**src/rtl/pooling_input_ctrl.sv**
```systemverilog
// rtl/pooling_input_ctrl.sv - sequencer for the pooling input serialiser (load pulse, element tags, frame done)
// Optional build macro: POOL_CTRL_OVERLAP_EN (accept the next word during the last element of a burst)
module pooling_input_ctrl #(
    parameter int KERNEL_SIZE     = 2,
    parameter int WORDS_PER_BLOCK = 3,
    parameter int NUM_BLOCK       = 4,
    parameter int CNT_W           = 4,
    localparam int EW = (KERNEL_SIZE > 1) ? $clog2(KERNEL_SIZE) : 1
) (
    input  logic          clk,
    input  logic          rst_n,
    input  logic          start,
    input  logic          in_valid,
    output logic          in_ready,
    output logic          load_en,
    output logic [2:0]    block_idx,
    output logic          elem_valid,
    output logic [EW-1:0] elem_idx,
    output logic          elem_last,
    output logic          block_last,
    output logic          busy,
    output logic          done
);

    typedef enum logic [1:0] {
        S_IDLE  = 2'd0,
        S_WAIT  = 2'd1,
        S_SHIFT = 2'd2,
        S_DONE  = 2'd3
    } state_t;

    localparam logic [EW-1:0]    LAST_ELEM = EW'(KERNEL_SIZE - 1);
    localparam logic [CNT_W-1:0] LAST_WORD = CNT_W'(WORDS_PER_BLOCK - 1);
    localparam logic [2:0]       LAST_BLK  = 3'(NUM_BLOCK - 1);

    state_t           state;
    state_t           next_state;
    logic [CNT_W-1:0] word_cnt;
    logic             word_last;
    logic             frame_last;

    assign elem_last  = (state == S_SHIFT) && (elem_idx == LAST_ELEM);
    assign word_last  = (word_cnt == LAST_WORD);
    assign block_last = elem_last && word_last;
    assign frame_last = block_last && (block_idx == LAST_BLK);
    assign load_en    = in_valid && in_ready;

    always_ff @(posedge clk) begin
        if (!rst_n) begin
            state <= S_IDLE;
        end else begin
            state <= next_state;
        end
    end

    always_comb begin
        next_state = state;
        case (state)
            S_IDLE:  if (start) next_state = S_WAIT;
            S_WAIT:  if (in_valid) next_state = S_SHIFT;
            S_SHIFT: begin
                if (elem_last) begin
                    if (frame_last) begin
                        next_state = S_DONE;
                    end else if (load_en) begin
                        next_state = S_SHIFT;
                    end else begin
                        next_state = S_WAIT;
                    end
                end
            end
            S_DONE:  next_state = S_IDLE;
            default: next_state = S_IDLE;
        endcase
    end

    always_comb begin
        in_ready   = 1'b0;
        elem_valid = 1'b0;
        busy       = 1'b1;
        done       = 1'b0;
        case (state)
            S_IDLE:  busy = 1'b0;
            S_WAIT:  in_ready = 1'b1;
            S_SHIFT: begin
                elem_valid = 1'b1;
`ifdef POOL_CTRL_OVERLAP_EN
                // The last word of the frame must drain into DONE, so no overlap there.
                in_ready = elem_last && !frame_last;
`else
                in_ready = 1'b0;
`endif
            end
            S_DONE:  done = 1'b1;
            default: busy = 1'b0;
        endcase
    end

    // Word/block bookkeeping advances on the elem_last cycle, whether the next word arrives via WAIT or overlap.
    always_ff @(posedge clk) begin
        if (!rst_n) begin
            block_idx <= 3'd0;
            word_cnt  <= '0;
            elem_idx  <= '0;
        end else begin
            case (state)
                S_IDLE: begin
                    if (start) begin
                        block_idx <= 3'd0;
                        word_cnt  <= '0;
                        elem_idx  <= '0;
                    end
                end
                S_WAIT: elem_idx <= '0;
                S_SHIFT: begin
                    if (!elem_last) begin
                        elem_idx <= elem_idx + EW'(1);
                    end else begin
                        elem_idx <= '0;
                        if (word_last) begin
                            word_cnt <= '0;
                            if (block_idx != LAST_BLK) begin
                                block_idx <= block_idx + 3'd1;
                            end
                        end else begin
                            word_cnt <= word_cnt + CNT_W'(1);
                        end
                    end
                end
                default: ;
            endcase
        end
    end

endmodule

```
**config.mk**
```make
export PLATFORM = sky130hd
export DESIGN_NAME = pooling_input_ctrl
export DESIGN_NICKNAME = d
export VERILOG_FILES = /design/src/rtl/pooling_input_ctrl.sv
export SDC_FILE = /design/constraint.sdc
export NUM_CORES = 1
export LEC_CHECK = 0
export BUFFER_PORTS_ARGS = -buffer_cell sky130_fd_sc_hd__buf_2
export CORE_MARGIN = 1.5
export CORE_UTILIZATION = 40
export CTS_CLUSTER_SIZE = 20
export DETAILED_ROUTE_END_ITERATION = 8
export GPL_TIMING_DRIVEN = 0
export PLACE_DENSITY = 0.68
export SLEW_MARGIN = 20
export SYNTH_ARGS = -nofsm -noshare
export SYNTH_HDL_FRONTEND = slang
export SYNTH_SLANG_ARGS = --single-unit
```
**constraint.sdc**
```tcl
create_clock -name clk -period 3.8 [get_ports clk]
set_input_delay 0.19 -clock clk [delete_from_list [all_inputs] [get_ports clk]]
set_output_delay 0.19 -clock clk [all_outputs]
set_load 0.01 [all_outputs]
```
==> results of run 1 <==
## registers in the layout, summed over array words and instances (netlist names)
signal / count
state: 2
word_cnt: 4
elem_idx: 1
block_idx: 3
## cells by family (layout without fill, tap and decap cells)
logic type | Yosys count | in the layout | synth area share
flops | 10 | 10 | 0.339
buf+inv | 9 | 26 | 0.0614
xor+xnor | 1 | 1 | 0.0148
mux | 1 | 1 | 0.0169
compound gates | 17 | 17 | 0.189
simple gates | 29 | 29 | 0.295
fa+ha+maj | 4 | 4 | 0.0847
## routing by layer
layer	routed length, um	global-route usage	part of all wire	vias to the layer above
met5	0	0	0	-
met4	26	0.0774	0.021	0
met3	65	0.0783	0.053	4
met2	550	0.238	0.44	12
met1	594	0.205	0.48	261
li1	-	-	-	291
## power breakdown
part	internal (uW)	total, uW	switching, uW
clock network	36.7	74.9	38.2
registers	107	109	2.22
logic	11.5	28.2	16.7
total	155	212	57.1
## placed cells by master, fill, tap and decap left out, drive strengths merged, types with 2 or more instances in the layout
cell type / Yosys / layout
nor4: 3 / 3
inv: 6 / 6
nand3: 3 / 3
nor2: 4 / 4
dfxtp: 10 / 10
buf: 2 / 16
clkbuf: 1 / 4
a21oi: 4 / 4
nand2: 3 / 3
a31oi: 2 / 2
ha: 4 / 4
o21ai: 4 / 4
a31o: 3 / 3
nand2b: 6 / 6
nor2b: 2 / 2
or3: 2 / 2
## worst max path at each step
stage | cells past startpoint | startpoint | to | slack [ns]
finish | 6 | word_cnt[0] | block_last | 2.04
CTS | 6 | word_cnt[0] | block_last | 2.03
detailed placement | 6 | word_cnt[0] | block_idx[2] | 2.08
global route | 6 | word_cnt[0] | block_last | 1.95
floorplan | 6 | word_cnt[0] | block_idx[0] | 2.17
global placement | 6 | word_cnt[0] | block_idx[1] | 2.09
## worst max-delay path, delay by kind of cell (launching register included)
kind                       cells  cell delay, ns
and+or+nand+nor                2            0.42
DFF                            1            0.34
adders and majority gates      1            0.15
buffers and inverters          3            0.40
## area by class of cell
| class | instances | area [um^2] | area share |
|---|---|---|---|
| multi-input cells | 52 | 354 | 0.504 |
| flip-flops and latches | 10 | 200 | 0.285 |
| repair buffers | 14 | 70.1 | 0.0998 |
| clock buffers | 3 | 22.5 | 0.0321 |
| inverters | 6 | 22.5 | 0.0321 |
| well taps | 15 | 18.8 | 0.0267 |
| plain buffers | 3 | 13.8 | 0.0196 |
## through the flow
stage                     power [uW]  cell area [um^2]  hold slack (ns)  setup slack, ns  std cells
after floorplan                  129               591            0.299             2.17         71
final                            212               702            0.204             2.04        103
after global routing             224               702            0.204             1.95        103
after CTS                        216               702            0.197             2.03        103
after detailed placement         139               679            0.479             2.08        100
after global placement           139               679            0.474             2.09        100
==> run summary, run 1 <==
number of synthesized flops with an enable pin: 0
Starting Density: 0.443
Min-Delay Path Depth: 3
Core Region: 1330 um^2
DRC: 0
Fillers: 145
top_reg_cell synth: dfxtp_1
Synth Area per Inst: 8.32 um^2
largest net degree at the start of global routing: 11
number of I/O port buffers: 14
num rows: 13
Synth top cells by count: dfxtp_1 (10), inv_1 (6), nand2b_1 (6)
Max Clock Freq: 0.569 GHz
unrepaired setup endpoints after global routing: no
die height: 41.4 um
startpoint class of the critical path: flop
WHS Endpoint: state[1]
period utilization: 0.462
Post-CTS Resized: 0
Ports: 15
CTS tree: yes
Reg clk slew, reported paths: 0.07 ns
Post-Synthesis Cell Area: 591 um^2
syn nets: 79
NumNets Final: 98
CTS Hold Bufs: 0
cell area power density: 302 nW/um^2
MaxCap Viol Count: 0
CP required: 3.61 ns
R2R Setup Slk: 2.06 ns
worst-case reg-to-reg path depth: 6
post-synth top area cell: dfxtp_1
post-synthesis sequential element count: 10
Die ar.: 1720 um^2
Mapped Cells: 71
Max-slew headroom: 0.734
Hold WC Path Type: in2reg
Sink Count: 10
latest clock arrival within the worst-skew pair: 0.27 ns
Post-synth ARST share: 0
Setup Fix Bufs, Post-CTS: 0
Tmin final: 1.76 ns
average wire per standard cell: 12.0 um
CTS Buffer Depth: 2
# diodes: 0
Largest stage delay, worst path: 0.34 ns
Worst Skew: 0.00556 ns
Post-Route Setup TNS: 0 ns
Routed Antenna Nets: 0
1st-pass router iterations: 2
CP max stage cell: dfxtp_1
vias in the first global route: 494
Final Hold Viols: 0
worst vdd ir: 0.213 mV
Synth area leaders: dfxtp_1 (34%), ha_1 (8.5%), nand2b_1 (6.4%)
post-synthesis sequential area ratio: 0.339
Post-DP HPWL: 873 um
status: complete, no violations
Yosys cell types: 29
CP most frequent cell: buf_2
worst r2r dst: block_idx[0]
Worst-Margin Slew: 0.388 ns
grt total ovfl: 0
count leader, synth: dfxtp_1
share of the synthesized area in the top cell type: 0.339
crit path cell chain: inv_1 -> ha_1 -> or3b_1 -> buf_2 -> nor2_1 -> buf_2
Vias/cell: 5.51
HP Start: rst_n
first-pass GRT wire length: 2130 um
Crit path arrival time: 1.57 ns
via count: 568
Num CTS Buffers: 3
DIE WIDTH: 41.4 um
worst reg2reg startpoint: word_cnt[0]
Routed WL: 1240 um
CTS root buf: clkbuf_4
worst-path maximum fanout: 7
share of cells above drive strength 1: 0.227
fin util: 0.526
Pins Over Slew Limit: 0
area delta synth->final: 18.9%
H-tree depth: 1
initial antenna violation count: 0
CP Capture Type: primary output
placer congestion estimate: 0.750
first-iteration detailed-routing DRC count: 6
Leak Pwr: 0.000314 uW
# setup viols final: 0
yosys warns: 0
GRT Util Overall: 0.165
critical path type: reg2out
Note: power is estimated with default switching activity, not from simulation.
==> run 2: changes to the inputs <==
PLACE_DENSITY = 0.7   (was 0.68)
clock period = 1.5 ns   (was 3.8 ns; I/O delays follow)
==> run summary, run 2 (synthesis gave the netlist of run 1 again) <==
GRT Util Overall: 0.178 (+0.0134)
largest net degree at the start of global routing: 11 (unchanged)
vias in the first global route: 552 (+12%)
Leak Pwr: 0.000344 uW (+9.5%)
CP Capture Type: flop
MaxCap Viol Count: 0 (unchanged)
critical path type: reg2reg
share of cells above drive strength 1: 0.348 (+0.121)
num rows: 13 (unchanged)
CTS tree: yes
Max-slew headroom: 0.758 (+0.0244)
violated checks: setup timing
Starting Density: 0.443 (unchanged)
Num CTS Buffers: 3 (unchanged)
Metal-1 WL: 642 um (+8.1%)
1st-pass router iterations: 4 (+2)
NumNets Final: 102 (+4.1%)
switch share: 0.268 (-0.00169)
Die ar.: 1720 um^2 (unchanged)
via count: 594 (+4.6%)
first-pass GRT wire length: 2380 um (+12%)
Sink Count: 10 (unchanged)
Worst-Margin Slew: 0.353 ns (-0.0357 ns)
Cells after DPL: 100 (unchanged)
biggest regs: word_cnt x4, block_idx x3, state x2
Hold WC Path Type: in2reg
worst vdd ir: 0.415 mV (+95%)
Non-Filler Instances: 107 (+3.9%)
Pins Over Slew Limit: 0 (unchanged)
Ports: 15 (unchanged)
sequential group share of total power: 0.513 (about the same)
latest clock arrival within the worst-skew pair: 0.27 ns (about the same)
Routed Antenna Nets: 0 (unchanged)
Comb power frac: 0.139 (+0.006)
CTS root buf: clkbuf_4
fin util: 0.575 (+0.0488)
H-tree depth: 1 (unchanged)
Final Cell Area: 767 um^2 (+9.3%)
Reg clk slew, reported paths: 0.07 ns (about the same)
Tmin final: 1.60 ns
setup slack after layout: -0.100 ns (-2.14 ns)
Final Hold Viols: 0 (unchanged)
DIE WIDTH: 41.4 um (unchanged)
placer congestion estimate: 0.744 (-0.72%)
area delta synth->final: 29.9%
first-iteration detailed-routing DRC count: 5 (-1)
metal2 WL: 676 um (+23%)
status: finished, violations left
Core Region: 1330 um^2 (unchanged)
most frequent cells in the layout: buf_2 (14), dfxtp_1 (7), nand2b_1 (6), inv_1 (5), buf_4 (5)
hold slack: 0.106 ns (-0.0987 ns)
# setup viols final: 3 (+3)
Post-DP Area: 689 um^2 (+1.5%)
Routed WL: 1390 um (+13%)
routed length on met3: 54 um (-17%)
die height: 41.4 um (unchanged)
# diodes: 0 (unchanged)
max layer used: met4
Worst Skew: 0.00354 ns (-0.00203 ns)
startpoint class of the critical path: flop
internal power: 396 uW (+160%)
initial antenna violation count: 0 (unchanged)
unrepaired setup endpoints after global routing: yes
average wire per standard cell: 13.0 um (+8.6%)
clock share of power: 0.348 (-0.005)
cell area power density: 705 nW/um^2 (+130%)
total net switching power: 145 uW (+150%)
Max Clock Freq: 0.625 GHz
CTS Hold Bufs: 0 (unchanged)
Post-DP HPWL: 915 um (+4.7%)
Final Power: 541 uW (+150%)
worst-path maximum fanout: 3 (-4)
Crit path arrival time: 1.77 ns (+0.20 ns)
DRC: 0 (unchanged)
period utilization: 1.07
Vias/cell: 5.55 (+0.67%)
CTS Buffer Depth: 2 (unchanged)
CP required: 1.67 ns (-1.94 ns)
Fillers: 135 (-6.9%)
max reg flops: 4 (unchanged)
Biggest register: word_cnt
commonest non-fill, non-tap cell in the layout: buf_2
grt total ovfl: 0 (unchanged)
number of I/O port buffers: 14 (unchanged)
run 2: worst max-delay path, stage by stage (launching register included):
cell	delay (ns)
dfxtp_2	0.32
inv_2	0.07
ha_4	0.13
or3b_4	0.38
or3_4	0.39
a31o_1	0.21
run 2: layout make-up:
cell class	instances	area [um^2]	area share
repair buffers	19	108	0.140
well taps	15	18.8	0.0245
plain buffers	2	16.3	0.0212
multi-input cells	52	375	0.489
clock buffers	3	22.5	0.0294
inverters	6	22.5	0.0294
flip-flops and latches	10	204	0.266
run 2: path summary, 6_finish.rpt:
path	from	to	slack, ns	depth (start not counted)
setup / recovery	word_cnt[0]	block_idx[2]	-0.10	5
hold / removal	rst_n	state[1]	0.11	3
setup reg to reg	word_cnt[0]	block_idx[2]	-0.10	5
hold reg to reg	block_idx[2]	block_idx[2]	0.51	1
run 2: metrics by stage:
| step | worst slack, ns | TNS (ns) |
|---|---|---|
| final | -0.100 | -0.270 |
| after global routing | -0.174 | -0.513 |
| after CTS | -0.122 | -0.396 |
| after detailed placement | -0.175 | -0.527 |
| after global placement | -0.167 | -0.495 |
| after floorplan | -0.104 | -0.312 |
run 2: layer usage:
layer,GRT usage,up-vias
li1,-,294
met1,0.215,282
met2,0.288,14
met3,0.0435,4
met4,0.0968,0
met5,0,-
run 2: power by group through the flow:
stage	sequential (uW)	combinational [uW]	clock [uW]
2_1_floorplan	282	46.0	0
3_3_place_gp	282	70.5	0
3_5_place_dp	282	71.3	0
4_1_cts	276	72.0	192
5_1_grt	278	82.7	207
6_report	277	75.2	188
run 2: timing repair:
| item | in CTS | in global routing |
|---|---|---|
| resized for setup | 2 | 8 |
| gates cloned | 0 | 0 |
| pin swaps | 0 | 4 |
| setup buffers | 4 | 1 |
| setup endpoints to repair | 6 | 9 |
